**src/rtl/blink_pkg.sv**
```systemverilog
// blink_pkg: mode encoding and timing defaults shared by the digit blinker
package blink_pkg;
  typedef logic [1:0] mode_t;
  localparam mode_t MODE_NORMAL = 2'b00;
  localparam mode_t MODE_SET    = 2'b01;
  localparam mode_t MODE_RING   = 2'b10;
  localparam mode_t MODE_OFF    = 2'b11;
  localparam int DEFAULT_HALF_PERIOD = 25_000_000;
endpackage

```
**src/rtl/blink_timer.sv**
```systemverilog
// blink_timer: self-timed blink phase with restart, period count and edit timeout
// Ports: clk, reset_n (async active-low), restart_i (forces visible phase, clears counts),
//        set_mode_i (timeout allowed), phase_nxt_o (phase being loaded this cycle),
//        phase_o (1 = visible half-period), timeout_o (one-cycle pulse)
module blink_timer import blink_pkg::*; #(
  parameter int HALF_PERIOD     = DEFAULT_HALF_PERIOD,
  parameter int TIMEOUT_PERIODS = 10
) (
  input  logic clk,
  input  logic reset_n,
  input  logic restart_i,
  input  logic set_mode_i,
  output logic phase_nxt_o,
  output logic phase_o,
  output logic timeout_o
);
  localparam int CW = $clog2(HALF_PERIOD + 1);
  localparam int PW = $clog2(TIMEOUT_PERIODS + 1);
  logic [CW-1:0] cnt_q, cnt_d;
  logic [PW-1:0] per_q, per_d;
  logic phase_q, phase_d, timeout_q, timeout_d, wrap;
  always_comb begin
    wrap = cnt_q == CW'(HALF_PERIOD - 1);
    cnt_d = (restart_i || wrap) ? '0 : cnt_q + CW'(1);
    phase_d = restart_i | (wrap ? ~phase_q : phase_q);
    // a wrap while dark is the start of a new visible phase, i.e. one full period elapsed
    per_d = restart_i ? '0 :
            (wrap && !phase_q && per_q != PW'(TIMEOUT_PERIODS)) ? per_q + PW'(1) : per_q;
    // pulse only on the transition into saturation so it fires once per idle stretch
    timeout_d = set_mode_i && !restart_i && per_d == PW'(TIMEOUT_PERIODS) &&
                per_q != PW'(TIMEOUT_PERIODS);
  end
  always_ff @(posedge clk or negedge reset_n) begin
    if (!reset_n) begin
      cnt_q     <= '0;
      per_q     <= '0;
      phase_q   <= 1'b1;
      timeout_q <= 1'b0;
    end else begin
      cnt_q     <= cnt_d;
      per_q     <= per_d;
      phase_q   <= phase_d;
      timeout_q <= timeout_d;
    end
  end
  assign phase_nxt_o = phase_d;
  assign phase_o     = phase_q;
  assign timeout_o   = timeout_q;
endmodule

```
**src/rtl/digit_blinker.sv**
```systemverilog
// digit_blinker: per-digit blink enables for the seven-segment display
// Ports: clk, reset_n (async active-low), mode (00 NORMAL 01 SET 10 RING 11 OFF),
//        cursor (digit under edit, 0 = rightmost), activity (button pulse),
//        digit_en (1 = lit), blink_phase (1 = visible), timeout (SET idle pulse),
//        colon_en (only when BLINK_COLON_EN is defined)
module digit_blinker import blink_pkg::*; #(
  parameter int NUM_DIGITS      = 4,
  parameter int HALF_PERIOD     = DEFAULT_HALF_PERIOD,
  parameter int TIMEOUT_PERIODS = 10,
  parameter int CUR_W           = $clog2(NUM_DIGITS)
) (
  input  logic                  clk,
  input  logic                  reset_n,
  input  logic [1:0]            mode,
  input  logic [CUR_W-1:0]      cursor,
  input  logic                  activity,
`ifdef BLINK_COLON_EN
  output logic                  colon_en,
`endif
  output logic [NUM_DIGITS-1:0] digit_en,
  output logic                  blink_phase,
  output logic                  timeout
);
  mode_t mode_q;
  logic [CUR_W-1:0] cursor_q;
  logic [NUM_DIGITS-1:0] set_en, digit_en_q, digit_en_d;
  logic restart, phase_nxt;
  assign restart = activity || mode != mode_q || cursor != cursor_q;
  blink_timer #(
    .HALF_PERIOD    (HALF_PERIOD),
    .TIMEOUT_PERIODS(TIMEOUT_PERIODS)
  ) u_timer (
    .clk        (clk),
    .reset_n    (reset_n),
    .restart_i  (restart),
    .set_mode_i (mode == MODE_SET),
    .phase_nxt_o(phase_nxt),
    .phase_o    (blink_phase),
    .timeout_o  (timeout)
  );
  // decode against the phase being loaded so digit_en and blink_phase stay aligned;
  // an out-of-range cursor matches no digit, leaving all lit
  always_comb begin
    set_en = '1;
    for (int i = 0; i < NUM_DIGITS; i++) set_en[i] = (32'(cursor) == i) ? phase_nxt : 1'b1;
    digit_en_d = mode == MODE_NORMAL ? '1 :
                 mode == MODE_SET    ? set_en :
                 mode == MODE_RING   ? {NUM_DIGITS{phase_nxt}} : '0;
  end
  always_ff @(posedge clk or negedge reset_n) begin
    if (!reset_n) begin
      mode_q     <= MODE_NORMAL;
      cursor_q   <= '0;
      digit_en_q <= '1;
    end else begin
      mode_q     <= mode;
      cursor_q   <= cursor;
      digit_en_q <= digit_en_d;
    end
  end
  assign digit_en = digit_en_q;
`ifdef BLINK_COLON_EN
  logic colon_q, colon_d;
  assign colon_d = mode == MODE_SET ? 1'b1 : mode == MODE_OFF ? 1'b0 : phase_nxt;
  always_ff @(posedge clk or negedge reset_n) begin
    if (!reset_n) colon_q <= 1'b1;
    else colon_q <= colon_d;
  end
  assign colon_en = colon_q;
`endif
endmodule

```
**config.mk**
```make
export PLATFORM = sky130hd
export DESIGN_NAME = digit_blinker
export DESIGN_NICKNAME = d
export VERILOG_FILES = /design/src/rtl/blink_pkg.sv /design/src/rtl/blink_timer.sv /design/src/rtl/digit_blinker.sv
export SDC_FILE = /design/constraint.sdc
export NUM_CORES = 1
export LEC_CHECK = 0
export ABC_AREA = 1
export CAP_MARGIN = 40
export CORE_UTILIZATION = 25
export DETAILED_ROUTE_END_ITERATION = 10
export GPL_TIMING_DRIVEN = 0
export PLACE_DENSITY = 0.51
export SYNTH_ARGS = -nofsm -noshare
export SYNTH_HDL_FRONTEND = slang
export SYNTH_SLANG_ARGS = --single-unit
```
**constraint.sdc**
```tcl
create_clock -name clk -period 2.4 [get_ports clk]
set_clock_uncertainty 0.05 [all_clocks]
set_input_delay 0.6 -clock clk [delete_from_list [all_inputs] [get_ports clk]]
set_output_delay 0.6 -clock clk [all_outputs]
set_load 0.02 [all_outputs]
```
### Word-level counts from Yosys, hierarchy flattened

Index checks and enable logic that the tools add are counted.
Widths: inputs -> output; s select.

* flip-flop bits (word level): 39
* input port bits: 7
* word-level logic and storage cells: 44

* add/sub/neg operators: 2
* equality and inequality tests: 10
* muxes and demuxes: 11
* bitwise gates (word level): 2
* reduce and logical (&&, ||, !) cells: 12

Operators with widths (count)
* $add 25x1->25 const B: 1
* $eq 25x25->1 const B: 1
* $mux 25: 1
* $mux 4: 5
* $eq 2x2->1 const B: 3
* $logic_and 1x1->1: 5
* $mux 1: 5
* $add 4x1->4 const B: 1
* $eq 2x1->1 const B: 2
* $eq 4x4->1 const B: 1
* $logic_not 2->1: 2
* $ne 2x2->1: 2
* $ne 4x4->1 const B: 1
* $logic_or 1x1->1: 3
* $logic_not 1->1: 2
* $not 1->1: 1
* $or 1x1->1: 1

### Logic depth before layout (Yosys ltp)

Gate-level depths: netlist (run 1).

* depth after elaboration: 8
* gate-level depth with buffers: 15
* gate-level depth less buffers: 15

### Hierarchy

A second synthesis (run 1) with hierarchy kept.

* cells, all modules: 304
* area, all modules: 2173.3 um^2

By module, submodules not included
* blink_timer: instances 1, cells each 265, area an instance 1823.0 um^2
* digit_blinker: instances 1, cells each 39, area an instance 350.3 um^2

### Worst setup path after synthesis (run 1)

Ideal clock, no wire load.

* path kind: register to register
* start point: reg u_timer.cnt_q[0]
* end point: reg u_timer.timeout_q (netlist: u_timer.timeout_o)
* data arrival time: 1.708 ns
* data required time: 2.228 ns
* setup slack: 0.520 ns
* cell stages (with the launch flop): 15
* buffers on the path: 0
* clock period less this slack: 1.880 ns
* cell sequence: dfrtp_1 > ha_1 > nand2_1 > inv_1 > nand2_2 > inv_1 > nand3_1 > nor2_1 > ha_1 > nand2_1 > nor2_1 > xnor2_1 > nor2_1 > nand2_1 > nor2_1

* cells in the longest elaborated chain, start to end: 8

Ends and longest elaborated chain
* from (decl): RTL line blink_timer.sv:19 `logic [CW-1:0] cnt_q, cnt_d;`
* from (signal assigned): RTL line blink_timer.sv:40 `cnt_q <= cnt_d;`
* $eq 25x25->1: RTL line blink_timer.sv:23 `wrap = cnt_q == CW'(HALF_PERIOD - 1);`
* $logic_and 1x1->1 (2 in a row): RTL line blink_timer.sv:28 `(wrap && !phase_q && per_q != PW'(TIMEOUT_PERIODS)) ? per_q + PW'(1) : per_q;`
* $mux 4: RTL line blink_timer.sv:28
* $mux 4: RTL line blink_timer.sv:27 `per_d = restart_i ? '0 :`
* net u_timer.per_d[3]: RTL line blink_timer.sv:20 `logic [PW-1:0] per_q, per_d;`
* $eq 4x4->1: RTL line blink_timer.sv:30 `timeout_d = set_mode_i && !restart_i && per_d == PW'(TIMEOUT_PERIODS) &&`
* $logic_and 1x1->1 (2 in a row): RTL line blink_timer.sv:30
* net u_timer.timeout_d: RTL line blink_timer.sv:21 `logic phase_q, phase_d, timeout_q, timeout_d, wrap;`
* to (signal assigned): RTL line blink_timer.sv:43 `timeout_q <= timeout_d;`
* to (decl): RTL line blink_timer.sv:21

The timed path passes the listed nets, and every way through them passes these cells.

### Worst setup path in the final report (run 1)

Same ends and word-level chain as after synthesis.

==> results of run 1 <==
## final cells by class
class | instances | share of cell area, %
repair buffers | 15 | 5.839
well taps | 108 | 5.005
multi-input cells | 233 | 43.23
inverters | 33 | 4.634
flip-flops and latches | 39 | 36.42
plain buffers | 2 | 1.158
clock buffers | 8 | 3.707
## repair_timing
item | 4_1_cts | 5_1_grt
resized for setup | 0 | 2
buffers inserted | 0 | 2
endpoints found under the setup margin | 0 | 1
## metrics by stage
step,utilization (%),area [sq um]
after floorplan,-,2303
after global placement,29.06,2559
after detailed placement,29.31,2581
after CTS,30.45,2681
after global routing,30.66,2700
final,30.66,2700
## power by group
part           total (mW)  switching [mW]  internal, mW
Combinational      0.0803          0.0499        0.0304
Sequential          0.670         0.00333         0.667
Clock               0.489           0.227         0.262
## worst min-delay path by stage
stage / depth (start not counted) / start / end / slack [ps]
2_1_floorplan: 0 / reset_n / cursor_q[0] / 250
4_1_cts: 1 / reset_n / u_timer.per_q[3] / 200
3_3_place_gp: 1 / u_timer.cnt_q[0] / u_timer.cnt_q[0] / 460
5_1_grt: 1 / reset_n / u_timer.per_q[3] / 220
3_5_place_dp: 1 / u_timer.cnt_q[0] / u_timer.cnt_q[0] / 470
6_report: 1 / reset_n / u_timer.per_q[3] / 190
## cells in the mapped netlist (2+ instances only)
master / n
nand2_1: 93
nor2_1: 60
dfrtp_1: 34
inv_1: 31
nand3_1: 18
xor2_1: 10
nor2_4: 9
nor2_2: 8
xnor2_1: 7
a21oi_1: 6
dfstp_2: 5
nand4_1: 5
ha_1: 4
nand2_2: 4
nand3b_1: 2
nor3_1: 2
## cells by family (layout without fill, tap and decap cells)
logic type,count (synthesis),after routing
flops,39,39
buf+inv,35,58
simple gates,205,205
xor+xnor,17,17
fa+ha+maj,4,4
compound gates,7,7
## state kept, by name, summed over array words and instances (netlist names)
signal,cells
u_timer.timeout_o,1
cursor_q,2
u_timer.per_q,4
u_timer.cnt_q,25
digit_en,4
u_timer.phase_o,1
mode_q,2
## per-layer routing
layer	global-route usage, %	vias up	wire length [um]
met5	0	-	0
met4	3.147	0	43
met3	2.147	4	119
met2	19.83	27	2360
met1	14.93	870	2324
li1	-	983	-
==> flow_metrics.tcl, run 1 <==
set metrics [dict create \
    cts-root-buf "clkbuf_8" \
    peakVddDrop_mv 0.2240 \
    dp_hpwl_mm 3.771 \
    port-buffer-count 12 \
    holdWs_ps 189.7 \
    postRouteAntennaNets 0 \
    insertion_delay_ps 290 \
    worstPathRequired_ps 2580 \
    vias_per_cell 4.301 \
    drc 0 \
    grt_pass1_wl_mm 8.832 \
    wire_per_inst_um 11.07 \
    dieArea_sq_um 9602 \
    min_period_ps 2107 \
    pre_cts_ws_ps 187.9 \
    syn_area_sq_um 2303 \
    critPathCaptureType "flop" \
    crit_fanout 5 \
    max_cap_viol_count 0 \
    antenna_found_initial 0 \
    synth_fp_nets 318 \
    crit_start "u_timer.cnt_q[0]" \
    antenna_cells 0 \
    initial_utilization_pct 26.16 \
    htreeDepth 2 \
    synthFlopType "dfrtp_1" \
    tightest_slew_ps 430.2 \
    syn_to_final_growth_pct 17.22 \
    yosys_warnings 0 \
    chipHeight_um 97.99 \
    reg2regPathDepth 14 \
    synthAdderAreaFrac_pct 2.173 \
    fillers 946 \
    grt_pass1_vias 1891 \
    synthDistinctLibCells 25 \
    finalNetCount 340 \
    io_pins 13 \
    grt_start_max_net_pins 24 \
    cts_buffer_depth 2 \
    firstDrtPassIters 4 \
    r2r-start "u_timer.cnt_q[0]" \
    synth_top_area_share_pct 36.94 \
    relSlewSlack_pct 71.32 \
    critPathMaxStageDelay_ps 410 \
    place.gp.congestion 0.8515 \
    layout_commonest_cell "nand2_1" \
    synth-xor-area-share_pct 6.464 \
    path_class "reg -> reg" \
    routed_wl_mm 4.848 \
    status "finished clean" \
    syn_avg_cell_area_sq_um 7.503 \
    tns_ps 0 \
    num_vias 1884 \
    yosys-top-cells-area "dfrtp_1, nand2_1, nor2_1, dfstp_2, inv_1" \
    layout-drive-gt1-share_pct 13.64 \
    finalHoldViolCount 0 \
    final_cell_mix "nand2_1, nor2_1, dfrtp_1" \
    dp.cells 428 \
    worstSetupPathDepth 14 \
    yosysTopAreaCell "dfrtp_1" \
    ys_async_sr_fraction_pct 100.0 \
    synth_top_family_by_area "simple AND/OR/NAND/NOR gates" \
    p_leak_nw 1.092 \
    crit_path_start_kind "flop" \
    crit_family "simple AND/OR/NAND/NOR gates" \
    cts_buffers 5 \
    powerDensity_nw_per_um2 459.1 \
    setup_ws_ps 293.1 \
    regArea_sq_um 983.4 \
    final-setup-viol-count 0 \
    cts-hold-fix-buffers 0 \
    synth_seq_cells 39 \
    slew_viol_final 0 \
    fp.coreArea_sq_um 8806 \
    grt.total_usage_pct 11.59 \
    syn_inst 307 \
    yosysSeqAreaShare_pct 42.64 \
    cts_tree "built" \
    timing.fmax_ghz 0.4746 \
    synthMuxAreaShare_pct 0 \
    finalNonFillerCells 438 \
    drt-initial-drc-count 94 \
    cts.clk_slew.worst_paths_ps 80 \
    cp.arrival_ps 2280 \
    cpMaxStageDelayCell "dfrtp_2" \
    synthSimpleGateAreaFrac_pct 40.41 \
    endpoint "u_timer.timeout_o" \
    row_count 34 \
    r2r_end "u_timer.timeout_o" \
    hold_class "in -> async" \
    die_x_um 97.99 \
    synth_compound_area_share_pct 1.521 \
    cp_cell_sequence "ha_1, nand2_1, inv_1, nand2_2, inv_1, nand3_1, nor2_1, ha_2, nand2_1, nor2_1, xnor2_1, nor2_1, nand2_1, nor2_1" \
    clock-sinks 39 \
    synth_edf_count 0 \
    r2r_setup_slack_ps 290 \
    fin_crit_sh_pct 87.79 \
    cp_common_cell "nor2_1" \
    multi_input_area_sq_um 1167 \
    grt.overflow.total 0 \
    cp_num_buf_inv 2 \
    power.total_mw 1.240 \
]
No activity file was read; power rests on OpenSTA's default activity.
==> run 2: changes to the inputs <==
--- a/config.mk
+++ b/config.mk
@@ -7,10 +7,12 @@
 export LEC_CHECK = 0
 export ABC_AREA = 1
 export CAP_MARGIN = 40
+export CELL_PAD_IN_SITES_DETAIL_PLACEMENT = 0
+export CELL_PAD_IN_SITES_GLOBAL_PLACEMENT = 1
 export CORE_UTILIZATION = 25
 export DETAILED_ROUTE_END_ITERATION = 10
 export GPL_TIMING_DRIVEN = 0
-export PLACE_DENSITY = 0.51
+export PLACE_DENSITY = 0.61
 export SYNTH_ARGS = -nofsm -noshare
 export SYNTH_HDL_FRONTEND = slang
 export SYNTH_SLANG_ARGS = --single-unit
==> run 2 against run 1 <==
Routed wire length grew 5.9%. Total power grew 6.2%. Global-route usage grew 0.42 points. Critical endpoint unchanged. Highest routed layer unchanged.
==> flow_metrics.tcl, run 2 (synthesized netlist as in run 1, its figures left out) <==
set metrics [dict create \
    status "finished clean" \
    relSlewSlack_pct 75.42 \
    powerDensity_nw_per_um2 488.8 \
    critPathMaxStageDelay_ps 450 \
    fin_crit_sh_pct 91.20 \
    place.gp.congestion 0.7886 \
    cp_num_buf_inv 2 \
    grt_pass1_vias 1899 \
    grt.total_usage_pct 12.00 \
    grt_start_max_net_pins 27 \
    die_x_um 97.99 \
    drt-initial-drc-count 61 \
    firstDrtPassIters 4 \
    hold_class "in -> async" \
    layout_commonest_cell "nand2_1" \
    path_class "reg -> reg" \
    port-buffer-count 12 \
    antenna_cells 0 \
    reg2regPathDepth 14 \
    min_period_ps 2189 \
    cp_cell_sequence "ha_1, nand2_1, inv_1, nand2_2, inv_1, nand3_1, nor2_1, ha_2, nand2_1, nor2_1, xnor2_1, nor2_1, nand2_1, nor2_1" \
    cts.clk_slew.worst_paths_ps 80 \
    max_cap_viol_count 0 \
    critPathCaptureType "flop" \
    p_int_mw 1.032 \
    timing.fmax_ghz 0.4569 \
    routed_wl_mm 5.133 \
    crit_family "simple AND/OR/NAND/NOR gates" \
    largest_register_ffs 25 \
    row_count 34 \
    cts_buffers 5 \
    grt_pass1_wl_mm 9.101 \
    cts-hold-fix-buffers 0 \
    final_cell_mix "nand2_1, nor2_1, dfrtp_1" \
    cts_buffer_depth 2 \
    fp.coreArea_sq_um 8806 \
    drc 0 \
    io_pins 13 \
    initial_utilization_pct 26.16 \
    tns_ps 0 \
    finalHoldViolCount 0 \
    setup_ws_ps 211.1 \
    cts_tree "built" \
    finalNetCount 338 \
    dieArea_sq_um 9602 \
    rsz0062_at_grt "false" \
    p_leak_nw 1.089 \
    cp.arrival_ps 2360 \
    r2r_setup_slack_ps 210 \
    pre_cts_ws_ps 133.2 \
    chipHeight_um 97.99 \
    p_clk_share_pct 43.1 \
    crit_path_start_kind "flop" \
    wire_per_inst_um 11.77 \
    tightest_slew_ps 368.7 \
    comb_power_share_pct 6.1 \
    dp_hpwl_mm 4.025 \
    vias_per_cell 4.257 \
    final-setup-viol-count 0 \
    cts-root-buf "clkbuf_8" \
    r2r-start "u_timer.cnt_q[0]" \
    clock-sinks 39 \
    cts_setup_buffers 0 \
    antenna_found_initial 0 \
    layout-drive-gt1-share_pct 13.11 \
    grt.overflow.total 0 \
    r2r_end "u_timer.timeout_o" \
    regMostFlops "u_timer.cnt_q" \
    p_sw_mw 0.2846 \
    postRouteAntennaNets 0 \
    worstPathRequired_ps 2570 \
    syn_to_final_growth_pct 16.95 \
    power_frac_seq_pct 50.9 \
    insertion_delay_ps 280 \
    num_vias 1856 \
    peakVddDrop_mv 0.1808 \
    crit_fanout 5 \
    p_sw_share_pct 21.61 \
    cpMaxStageDelayCell "dfrtp_1" \
    cp_common_cell "nor2_1" \
    slew_viol_final 0 \
    htreeDepth 2 \
]
## run 2: layout make-up
class	count	area, sq um
fill	967	6112
multi-input combinational	233	1167
sequential	39	982.2
timing repair buffer	13	135.1
tap	108	135.1
inverter	33	125.1
clock buffer	6	82.58
clock inverter	2	35.03
buffer	2	31.28
## run 2: repair_timing
item,in CTS,in global routing
endpoints found under the hold margin,0,0
endpoints found under the setup margin,0,1
gates resized for setup,0,1
## run 2: worst register-to-register path, delay by kind of cell (launching register included)
kind | cells | cell delay (ps)
flip-flops | 1 | 450
XOR/XNOR | 1 | 80
AND/OR/NAND/NOR | 9 | 880
adder cells (fa/ha/maj) | 2 | 460
buffers and inverters | 2 | 180
## run 2: metrics by stage
stage               hold WS [ps]  instance area, sq um  cells  utilization, %  total power, mW
floorplan                  254.4                  2303    307               -           0.7197
CTS                        170.5                  2691    436           30.56            1.350
global placement           484.1                  2559    427           29.06           0.7617
detailed placement         485.9                  2574    428           29.23           0.7649
global route               174.2                  2694    436           30.59            1.390
finish                     165.5                  2694    436           30.59            1.317
## run 2: metal layers
metal  global-route usage (%)  up-vias  part of all wire, %
li1                         -      979                    -
met1                    15.74      848                   50
met2                    19.99       27                   47
met3                    2.792        2                  2.7
met4                    2.797        0                 0.56
met5                        0        -                    0
## run 2: power groups by stage
| stage | clock, mW | combinational (mW) | sequential (mW) |
|---|---|---|---|
| finish | 0.567 | 0.0799 | 0.670 |
| global route | 0.630 | 0.0902 | 0.670 |
| CTS | 0.597 | 0.0826 | 0.670 |
| detailed placement | 0 | 0.0822 | 0.683 |
| global placement | 0 | 0.0790 | 0.683 |
| floorplan | 0 | 0.0325 | 0.687 |
## run 2: worst max path at each step
stage / from / end / slack (ps) / depth (start not counted)
6_report: u_timer.cnt_q[0] / u_timer.timeout_o / 210 / 14
2_1_floorplan: u_timer.cnt_q[0] / u_timer.timeout_o / 520 / 14
5_1_grt: u_timer.cnt_q[0] / u_timer.timeout_o / 30 / 15
4_1_cts: u_timer.cnt_q[0] / u_timer.timeout_o / 130 / 14
3_3_place_gp: reset_n / u_timer.per_q[0] / -390 / 1
3_5_place_dp: cursor[0] / u_timer.cnt_q[20] / 130 / 10
